===== src/rtl/freq_meter_pkg.sv =====
// Shared FSM state encoding and fixed timing constants for freq_meter.
package freq_meter_pkg;

  localparam logic [1:0] ST_IDLE = 2'd0;
  localparam logic [1:0] ST_ARM  = 2'd1;
  localparam logic [1:0] ST_GATE = 2'd2;

  // Cycles spent in ARM so the synchronizer pipeline is full before counting.
  localparam int ARM_CYCLES = 3;

endpackage


===== src/rtl/sync_rise.sv =====
// Two-flop synchronizer plus history flop; rise is a one-cycle pulse per sig edge.
// Latency: rise appears two CLK edges after d goes high; no backpressure.
module sync_rise (
  input  logic CLK,
  input  logic RST_N,
  input  logic d,
  output logic rise
);

  logic r_s1;
  logic r_s2;
  logic r_s3;

  always_ff @(posedge CLK or negedge RST_N) begin
    if (!RST_N) begin
      r_s1 <= 1'b0;
      r_s2 <= 1'b0;
      r_s3 <= 1'b0;
    end else begin
      r_s1 <= d;
      r_s2 <= r_s1;
      r_s3 <= r_s2;
    end
  end

  assign rise = r_s2 & ~r_s3;

endmodule


===== src/rtl/freq_meter.sv =====
// Counts sig_in rising edges over back-to-back GATE_CYCLES windows, publishing each result.
// Latency: result one edge after the terminal gate cycle; no backpressure (freq_valid is a pulse).
module freq_meter
  import freq_meter_pkg::*;
#(
  parameter int GATE_CYCLES = 50000000,
  parameter int CNT_W       = 26
) (
  input  logic             CLK,
  input  logic             RST_N,
  input  logic             en,
  input  logic             sig_in,
  output logic [CNT_W-1:0] freq,
  output logic             freq_valid,
  output logic             overflow,
  output logic             busy
);

  localparam int               GW        = $clog2(GATE_CYCLES);
  localparam logic [GW-1:0]    GATE_LAST = GW'(GATE_CYCLES - 1);
  localparam logic [1:0]       ARM_LAST  = 2'(ARM_CYCLES - 1);
  localparam logic [CNT_W-1:0] CNT_MAX   = '1;

  logic             w_rise;
  logic             w_term;
  logic             w_cnt_sat;
  logic [CNT_W-1:0] w_cnt_nxt;
  logic             w_ovf_nxt;

  logic [1:0]       r_state;
  logic [1:0]       r_arm_cnt;
  logic [GW-1:0]    r_gate_cnt;
  logic [CNT_W-1:0] r_edge_cnt;
  logic             r_ovf;

  sync_rise u_sync (
    .CLK   (CLK),
    .RST_N (RST_N),
    .d     (sig_in),
    .rise  (w_rise)
  );

  // Count including this cycle's rise, so the terminal cycle's edge is not lost.
  assign w_term    = (r_state == ST_GATE) && (r_gate_cnt == GATE_LAST);
  assign w_cnt_sat = (r_edge_cnt == CNT_MAX);
  assign w_cnt_nxt = (w_rise && !w_cnt_sat) ? r_edge_cnt + CNT_W'(1) : r_edge_cnt;
  assign w_ovf_nxt = r_ovf | (w_rise & w_cnt_sat);
  assign busy      = (r_state != ST_IDLE);

  always_ff @(posedge CLK or negedge RST_N) begin
    if (!RST_N) begin
      r_state    <= ST_IDLE;
      r_arm_cnt  <= '0;
      r_gate_cnt <= '0;
      r_edge_cnt <= '0;
      r_ovf      <= 1'b0;
      freq       <= '0;
      freq_valid <= 1'b0;
      overflow   <= 1'b0;
    end else begin
      freq_valid <= 1'b0;
      case (r_state)
        ST_IDLE: begin
          r_arm_cnt  <= '0;
          r_gate_cnt <= '0;
          r_edge_cnt <= '0;
          r_ovf      <= 1'b0;
          if (en) r_state <= ST_ARM;
        end
        ST_ARM: begin
          if (!en) begin
            r_state   <= ST_IDLE;
            r_arm_cnt <= '0;
          end else if (r_arm_cnt == ARM_LAST) begin
            r_state    <= ST_GATE;
            r_arm_cnt  <= '0;
            r_gate_cnt <= '0;
            r_edge_cnt <= '0;
            r_ovf      <= 1'b0;
          end else begin
            r_arm_cnt <= r_arm_cnt + 2'd1;
          end
        end
        ST_GATE: begin
          if (w_term) begin
            // Publish even if en just dropped; the window completed.
            freq       <= w_cnt_nxt;
            overflow   <= w_ovf_nxt;
            freq_valid <= 1'b1;
            r_gate_cnt <= '0;
            r_edge_cnt <= '0;
            r_ovf      <= 1'b0;
            r_state    <= en ? ST_GATE : ST_IDLE;
          end else if (!en) begin
            r_state    <= ST_IDLE;
            r_gate_cnt <= '0;
            r_edge_cnt <= '0;
            r_ovf      <= 1'b0;
          end else begin
            r_gate_cnt <= r_gate_cnt + GW'(1);
            r_edge_cnt <= w_cnt_nxt;
            r_ovf      <= w_ovf_nxt;
          end
        end
        default: r_state <= ST_IDLE;
      endcase
    end
  end

endmodule


===== config.mk =====
export PLATFORM = sky130hd
export DESIGN_NAME = freq_meter
export DESIGN_NICKNAME = d
export VERILOG_FILES = /design/src/rtl/freq_meter_pkg.sv /design/src/rtl/sync_rise.sv /design/src/rtl/freq_meter.sv
export SDC_FILE = /design/constraint.sdc
export NUM_CORES = 1
export LEC_CHECK = 0
export BUFFER_PORTS_ARGS = -buffer_cell sky130_fd_sc_hd__clkbuf_2
export CAP_MARGIN = 25
export CORE_ASPECT_RATIO = 1.5
export CORE_UTILIZATION = 45
export CTS_BUF_LIST = sky130_fd_sc_hd__clkbuf_8
export DETAILED_ROUTE_END_ITERATION = 6
export PLACE_DENSITY = 0.73
export SYNTH_ARGS = -nofsm -noshare
export SYNTH_HDL_FRONTEND = slang
export SYNTH_HIERARCHICAL = 1
export SYNTH_SLANG_ARGS = --single-unit

===== constraint.sdc =====
create_clock -name CLK -period 3.3 [get_ports CLK]
set_input_delay 0.495 -clock CLK [delete_from_list [all_inputs] [get_ports CLK]]
set_output_delay 0.495 -clock CLK [all_outputs]
set_load 0.01 [all_outputs]

**After elaboration in Yosys (flattened, before gate mapping)**

Index checks and enable logic that the tools add are counted.

- Input port bits: 4
- Word-level logic and storage cells: 64
- Register bits after elaboration: 88
- Output and inout port bits: 29

- Equal/unequal tests: 10
- Bitwise logic cells: 4
- Add/subtract/negate cells: 3
- Muxes and demuxes: 26
- Reductions and logical operators: 10

Operators with widths:

| operator | number |
|---|---|
| 2-to-1 mux 26 bit | 7 |
| case mux 26 bit (3 select lines) | 2 |
| adder 26 x 1 -> 26 bit (second input constant) | 2 |
| == test 26 bit (second input constant) | 2 |
| 2-to-1 mux 2 bit | 8 |
| 2-to-1 mux 1 bit | 6 |
| != test 2 bit (second input constant) | 3 |
| != test 3 bit (second input constant) | 2 |
| case mux 2 bit (3 select lines) | 1 |
| AND reduction 3 bit | 2 |
| == test 2 bit (second input constant) | 2 |
| case mux 2 bit (2 select lines) | 1 |
| nonzero test 2 bit | 2 |
| case mux 1 bit (3 select lines) | 1 |
| nonzero test 3 bit | 1 |
| adder 2 x 1 -> 2 bit (second input constant) | 1 |
| AND 1 bit | 2 |
| == test 2 x 1 -> 1 bit (second input constant) | 1 |
| logical AND 1 bit | 2 |
| zero test 2 bit | 1 |
| AND reduction 2 bit | 1 |
| zero test 1 bit | 1 |
| NOT 1 bit | 1 |
| bitwise OR 1 bit | 1 |

**Longest topological paths before layout**

Gate-level depths: netlist (run 1).

- Depth after elaboration: 7
- Depth in mapped cells: 8
- Depth with buffers taken out: 6

**Modules after synthesis**

The synthesis (run 1) kept the hierarchy.

Modules (own cells, without submodules):

| module | area an instance (um^2) | sequential area each (um^2) | times used | cells each |
|---|---|---|---|---|
| freq_meter | 4857.2 | 2127.0 | 1 | 529 |
| sync_rise | 88.8 | 75.1 | 1 | 4 |

**Least setup slack after synthesis (run 1)**

Ideal clock, no wire load.

- Kind: reg2reg
- Start: register r_edge_cnt[0]
- End: register freq[1]
- Arrival time: 1.878 ns
- Library setup time: 0.129 ns
- Required time: 3.171 ns
- Path buffers: 1
- Stages on the path, launching flop included: 8
- Path slack: 1.293 ns
- Cell sequence: dfrtp_1 ha_1 nand3_1 or4_1 buf_6 o31ai_4 mux2i_1 o21ai_1

- Cells in the longest elaborated chain, start to end: 4
- Elaborated cells between the ends (all ways): 5
- Classes of those cells: add/sub: 1; eq/ne: 1; mux: 1; reduce/logical: 2

RTL lines:

| what | RTL line | text |
|---|---|---|
| start: declaration | freq_meter.sv:33 | `logic [CNT_W-1:0] r_edge_cnt;` |
| start signal: assignment | freq_meter.sv:101 | `r_edge_cnt <= w_cnt_nxt;` |
| branches (longest 3 deep; another with adder 26 x 1 -> 26 bit) | - |  |
| 2-to-1 mux 26 bit * | freq_meter.sv:46 | `assign w_cnt_nxt = (w_rise && !w_cnt_sat) ? r_edge_cnt + CNT_W'(1) : r_edge_cnt;` |
| end signal: assignment | freq_meter.sv:87 | `freq <= w_cnt_nxt;` |
| end: declaration | freq_meter.sv:13 | `output logic [CNT_W-1:0] freq,` |

Every way passes the cells marked *.
A chain may end at the register's enable or synchronous reset.

**Worst setup path after layout (run 1)**

- Start: register r_edge_cnt[0]
- End: register r_edge_cnt[5]

- Cells in the longest elaborated chain, start to end: 7
- Elaborated cells between the ends (all ways): 8
- Classes of those cells: add/sub: 1; eq/ne: 1; mux: 4; reduce/logical: 2

RTL lines:

| what | RTL line | text |
|---|---|---|
| branches (longest 3 deep; another with adder 26 x 1 -> 26 bit) | - |  |
| 2-to-1 mux 26 bit * | freq_meter.sv:46 |  |
| 2-to-1 mux 26 bit * | freq_meter.sv:94 | `end else if (!en) begin` |
| 2-to-1 mux 26 bit * | freq_meter.sv:85 | `if (w_term) begin` |
| case mux 26 bit (3 select lines) * | freq_meter.sv:62 | `case (r_state)` |

Marked as above.

==> results of run 1 <==
==> per-layer routing <==
layer | routed length [um] | up-vias | global-route usage, % | share of wire [%]
met4 | 318 | 0 | 9.450 | 2.7
li1 | - | 2023 | - | -
met2 | 6369 | 112 | 40.67 | 53
met5 | 0 | - | 0 | 0
met3 | 481 | 28 | 4.523 | 4.0
met1 | 4816 | 2089 | 26.78 | 40
==> how the worst max path moves through the flow <==
stage                        from              to  slack [ns]  depth (start not counted)
floorplan           r_edge_cnt[0]         freq[1]        1.29                          7
global placement    r_edge_cnt[0]  r_edge_cnt[13]        0.87                          6
detailed placement  r_edge_cnt[0]   r_edge_cnt[5]        0.73                          6
CTS                 r_edge_cnt[0]   r_edge_cnt[5]        0.67                          6
global route        r_edge_cnt[0]   r_edge_cnt[3]        0.50                          6
finish              r_edge_cnt[0]   r_edge_cnt[5]        0.68                          6
==> flip-flops by register name (all words and copies together) (netlist names) <==
name,flops
freq,26
r_edge_cnt,26
r_gate_cnt,26
r_arm_cnt,2
r_state,2
freq_valid,1
overflow,1
r_ovf,1
u_sync/r_s1,1
u_sync/r_s2,1
u_sync/r_s3,1
==> cell type report <==
class | instances | area [um2]
fill | 1030 | 5180
tap | 144 | 180.2
clock inverter | 5 | 55.05
inverter | 17 | 63.81
multi-input combinational | 395 | 2537
sequential | 88 | 2202
timing repair buffer | 43 | 277.8
clock buffer | 11 | 151.4
==> critical path: cells and delay by family (launching register included) <==
kind                       cells  cell delay, ns
AOI/OAI and AO/OA              2            0.35
and+or+nand+nor                3            1.48
DFF                            1            0.44
adders and majority gates      1            0.26
==> metrics by stage <==
stage	power, uW	setup slack (ns)	util [%]	area [um2]
2_1_floorplan	1145	1.293	-	4946
3_3_place_gp	1180	0.8747	49.15	5234
3_5_place_dp	1187	0.7286	49.41	5261
4_1_cts	1967	0.6697	51.35	5468
5_1_grt	2023	0.5044	51.35	5468
6_report	1948	0.6799	51.35	5468
==> cell families (layout without fill, tap and decap cells) <==
family                   Yosys count  count (layout)  synth area share (%)
AO/OA/AOI/OAI                    140             140                 19.33
XOR/XNOR                          28              28                 4.958
adder cells (fa/ha/maj)            2               2                0.5059
buffers and inverters             50              76                 4.275
flip-flops                        88              88                 44.52
multiplexers                       5               5                 1.037
AND/OR/NAND/NOR                  220             220                 25.37
==> placed cells by master, fill, tap and decap left out, types with 3 or more instances in the layout <==
cell and count:
a21o_1 4, a21oi_1 20, a31oi_1 31, a41oi_1 7
and2_1 9, and3_1 10, and4_1 6, buf_4 10
clkbuf_2 31, clkbuf_8 11, dfrtp_1 88, inv_1 17
mux2i_1 4, nand2_1 65, nand2b_1 4, nand3_1 32
nand4_1 16, nor2_1 23, nor2b_1 3, nor3_1 8
nor3b_1 3, nor4_1 8, nor4_4 3, o211ai_1 10
o21ai_0 28, o21ai_1 12, o21bai_1 3, o31a_1 3
or3_1 3, or4_1 12, xnor2_1 20, xor2_1 8
==> report_power, final <==
group          internal (uW)  switching, uW  leakage (uW)
Sequential              1080           9.40       0.00122
Clock                    388            396      0.000101
Combinational           19.6           51.6      0.000907
==> flow_summary.ini, run 1 <==
[setup_path]
crit-reg2reg-launch = r_edge_cnt[0]
crit_type = flop to flop
max_stage_delay_ns = 0.68
cp_cell_sequence = ha_1 > nand3_1 > or4_1 > nor3_2 > o21ai_1 > a31oi_1
worst_ep_required_time_ns = 3.58
crit_path_top_delay_cell = or4_1
rr_endpoint = r_edge_cnt[5]
critPathCaptureType = flop
cp.arrival_ns = 2.90
path_max_fanout = 11
start_kind = flop
r2r_slack_ns = 0.68
ff2ff_path_depth = 6

[floorplan]
die_w_um = 87.60
num_rows = 46
io_pins = 33
die-height_um = 130.4
start_util_pct = 46.45
die-area_mm2 = 0.01142
core_mm2 = 0.01065

[synth]
ys_async_sr_fraction_pct = 100.0
yosys_warnings = 6
synth_edf_count = 0
synth_cell_types = 67
seq_area_frac_synth_pct = 44.52
synth_common_cells = 88 x dfrtp_1, 65 x nand2_1, 32 x nand3_1, 31 x a31oi_1, 28 x o21ai_0
synth_top_area_share_pct = 44.52
avgSynthCellArea_um2 = 9.280
synth-seq-cells = 88
yosysTopAreaCell = dfrtp_1
synth_cells = 533
synthTopCellsByArea = dfrtp_1 45%, nand2_1 4.9%, a31oi_1 3.9%
syn-cell-area_mm2 = 0.004946
yosysMostFrequentCell = dfrtp_1
synth_nets = 539
ys.flop_type = dfrtp_1

[clock_network]
ctsHoldBuffers = 0
clkTransAtPathRegs_ns = 0.08
cts_buffer_depth = 2
cts_resized = 0
numCtsBuffers = 9
cts_sinks = 88
cts_setup_buffers = 0
worstSkewPairLatency_ns = 0.38
cts_tree = yes
htree_levels = 3
clockRootBuffer = clkbuf_8

[placement]
dp_hpwl_mm = 8.654
place.gp.congestion = 0.9224
portBuffers = 32
dp_cells = 687

[routing]
drt_pass1_iterations = 5
wl_mm = 11.99
drc_errors = 0
wl_per_cell_um = 17.05
drtAntennaViolNets = 0
vias_per_cell = 6.048
drtIter0Drc = 297
num_vias = 4252

[finish]
drive_gt1_share_pct = 14.49
nets = 560
finalNonFillerCells = 703
syn_to_final_growth_pct = 10.55
insertedDiodeCount = 0

[sta]
post-route-min-period_ns = 2.620
fmax_mhz = 381.7
tightest_slew_ns = 0.9016
drv_slew = 0
relSlewSlack_pct = 39.74
finalSetupTns_ns = 0
setup_viol = 0
timing.hold.ws_ns = 0.05423
hold_violations = 0
fin_skew_ns = 0.01291
period_share_pct = 79.40
grt_setup_unrepaired = false

[worst_hold_path]
hp-class = input pin to asynchronous set/reset pin

[grt]
grt_remaining_overflow = 0
grt_first_pass_wirelength_mm = 20.02
grt_pass1_vias = 4075
grt_max_degree = 59
grt_util_all_layers_pct = 22.89
antenna_found_initial = 0

[run]
maxCapViolations = 0

[outcome]
status = finished, final reports clean

[pwr]
leakage_uw = 0.002227
power.density_mw_per_mm2 = 356.4
vdd_drop_max_mv = 0.2331
Note: power is estimated with default switching activity, not from simulation.
==> inputs of run 2 (changes only) <==
==> constraint.sdc (replaced) <==
create_clock -name CLK -period 2.7 [get_ports CLK]
set_input_delay 0.405 -clock CLK [delete_from_list [all_inputs] [get_ports CLK]]
set_output_delay 0.405 -clock CLK [all_outputs]
set_load 0.01 [all_outputs]
==> run 2 against run 1 <==
Via count increased by 1.7%; power increased by 24%; die area unchanged; sequential share of layout area decreased by 0.19 points; register-to-register slack got worse by 0.37 ns; critical path type unchanged; critical endpoint is now freq[1]; largest cell class unchanged; largest power group unchanged; highest routed layer unchanged.
==> flow_summary.ini, run 2 (same netlist as run 1, synthesis figures left out) <==
[finish]
finalNonFillerCells = 707
final_common_cell = dfrtp_1
reg_top3 = freq x26, r_edge_cnt x26, r_gate_cnt x26
syn_to_final_growth_pct = 11.08
fill_cells = 973
final_cell_mix = 88 x dfrtp_1, 65 x nand2_1, 32 x nand3_1
insertedDiodeCount = 0
nets = 566
fin_util_pct = 51.60
drive_gt1_share_pct = 15.10

[grt]
grt_first_pass_wirelength_mm = 20.11
grt_remaining_overflow = 0
grt_max_degree = 46
grt_pass1_vias = 4181
grt_util_all_layers_pct = 22.77
antenna_found_initial = 0

[clock_network]
htree_levels = 3
numCtsBuffers = 9
worstSkewPairLatency_ns = 0.37
cts_resized = 0
cts_setup_buffers = 0
ctsHoldBuffers = 0
clockRootBuffer = clkbuf_8
cts_sinks = 88
cts_tree = yes
cts_buffer_depth = 2
clkTransAtPathRegs_ns = 0.09

[floorplan]
die-area_mm2 = 0.01142
num_rows = 46
start_util_pct = 46.45
die-height_um = 130.4
die_w_um = 87.60
io_pins = 33
core_mm2 = 0.01065

[setup_path]
critPathCaptureType = flop
path_max_fanout = 7
start_kind = flop
cp_cell_sequence = ha_1 > nand3_1 > or4_1 > o31ai_4 > mux2i_1 > o21ai_1
max_stage_delay_ns = 0.68
cp.arrival_ns = 2.64
worst_ep_required_time_ns = 2.95
path_buf_inv = 0
path_delay_family = simple AND/OR/NAND/NOR gates
crit_path_top_delay_cell = or4_1
crit_type = flop to flop

[routing]
wl_per_cell_um = 17.06
drtIter0Drc = 237
drtAntennaViolNets = 0
num_vias = 4326
drc_errors = 0
drt_pass1_iterations = 5
vias_per_cell = 6.119
wl_mm = 12.06

[sta]
relSlewSlack_pct = 45.61
setup_viol = 0
fin_skew_ns = 0.01689
hold_violations = 0
drv_slew = 0
period_share_pct = 88.43
tightest_slew_ns = 0.8138
finalSetupTns_ns = 0
fmax_mhz = 418.8
post-route-min-period_ns = 2.387
grt_setup_unrepaired = false
setup_ws_ns = 0.3125

[pwr]
leakage_uw = 0.002260
power.density_mw_per_mm2 = 440.9
vdd_drop_max_mv = 0.2255

[placement]
dp_hpwl_mm = 8.532
place.gp.congestion = 0.9494
portBuffers = 32
pre_cts_slack_ns = 0.3696
dp_cells = 693

[worst_hold_path]
hp-class = input pin to asynchronous set/reset pin

[run]
maxCapViolations = 0

[outcome]
status = finished, final reports clean
## run 2: cell types whose count changed in the layout (fill, tap and decap cells not counted)
cell	change
clkinvlp_4	-2
bufinv_16	+1
buf_16	-1
clkbuf_8	-1
buf_4	+7
## run 2: per-stage QoR
step,power (uW),hold slack [ns],area (um2)
after floorplan,1400,0.1094,4946
after global placement,1448,0.3399,5286
after detailed placement,1452,0.3433,5286
after CTS,2437,0.04741,5494
after global routing,2505,0.08181,5494
final,2422,0.03259,5494
## run 2: where the power goes
group          total [uW]  internal (uW)  switching (uW)
Combinational        87.7           25.0            62.7
Sequential           1340           1320            11.2
Clock                 999            534             466
## run 2: final timing paths
kind	start	to	slack, ns	cells past startpoint
worst max-delay path	r_edge_cnt[0]	freq[1]	0.31	6
worst min-delay path	RST_N	freq[4]	0.03	1
worst max register to register	r_edge_cnt[0]	freq[1]	0.31	6
worst min register to register	u_sync/r_s1	u_sync/r_s2	0.37	0
max in group asynchronous	RST_N	r_arm_cnt[0]	2.01	2
min in group CLK	sig_in	u_sync/r_s1	0.15	1
## run 2: routing by layer
metal	wire length, um	track usage, %	vias up
met1	4804	25.60	2112
li1	-	-	2033
met2	6299	40.67	143
met5	0	0	-
met3	496	3.078	38
met4	459	13.50	0
## run 2: worst reg2reg max path, cell delays in order, from the launching register on
cell	delay (ns)
dfrtp_1	0.45
ha_1	0.25
nand3_1	0.15
or4_1	0.68
o31ai_4	0.40
mux2i_1	0.25
o21ai_1	0.09
## run 2: cell type report
class                           count  area [um2]  area share (%)
Multi-Input combinational cell    395        2537           46.19
Sequential cell                    88        2202           40.08
Timing Repair Buffer               49       302.8           5.511
Tap cell                          144       180.2           3.279
Clock buffer                       10       137.6           2.505
Clock inverter                      4       70.07           1.275
Inverter                           17       63.81           1.161
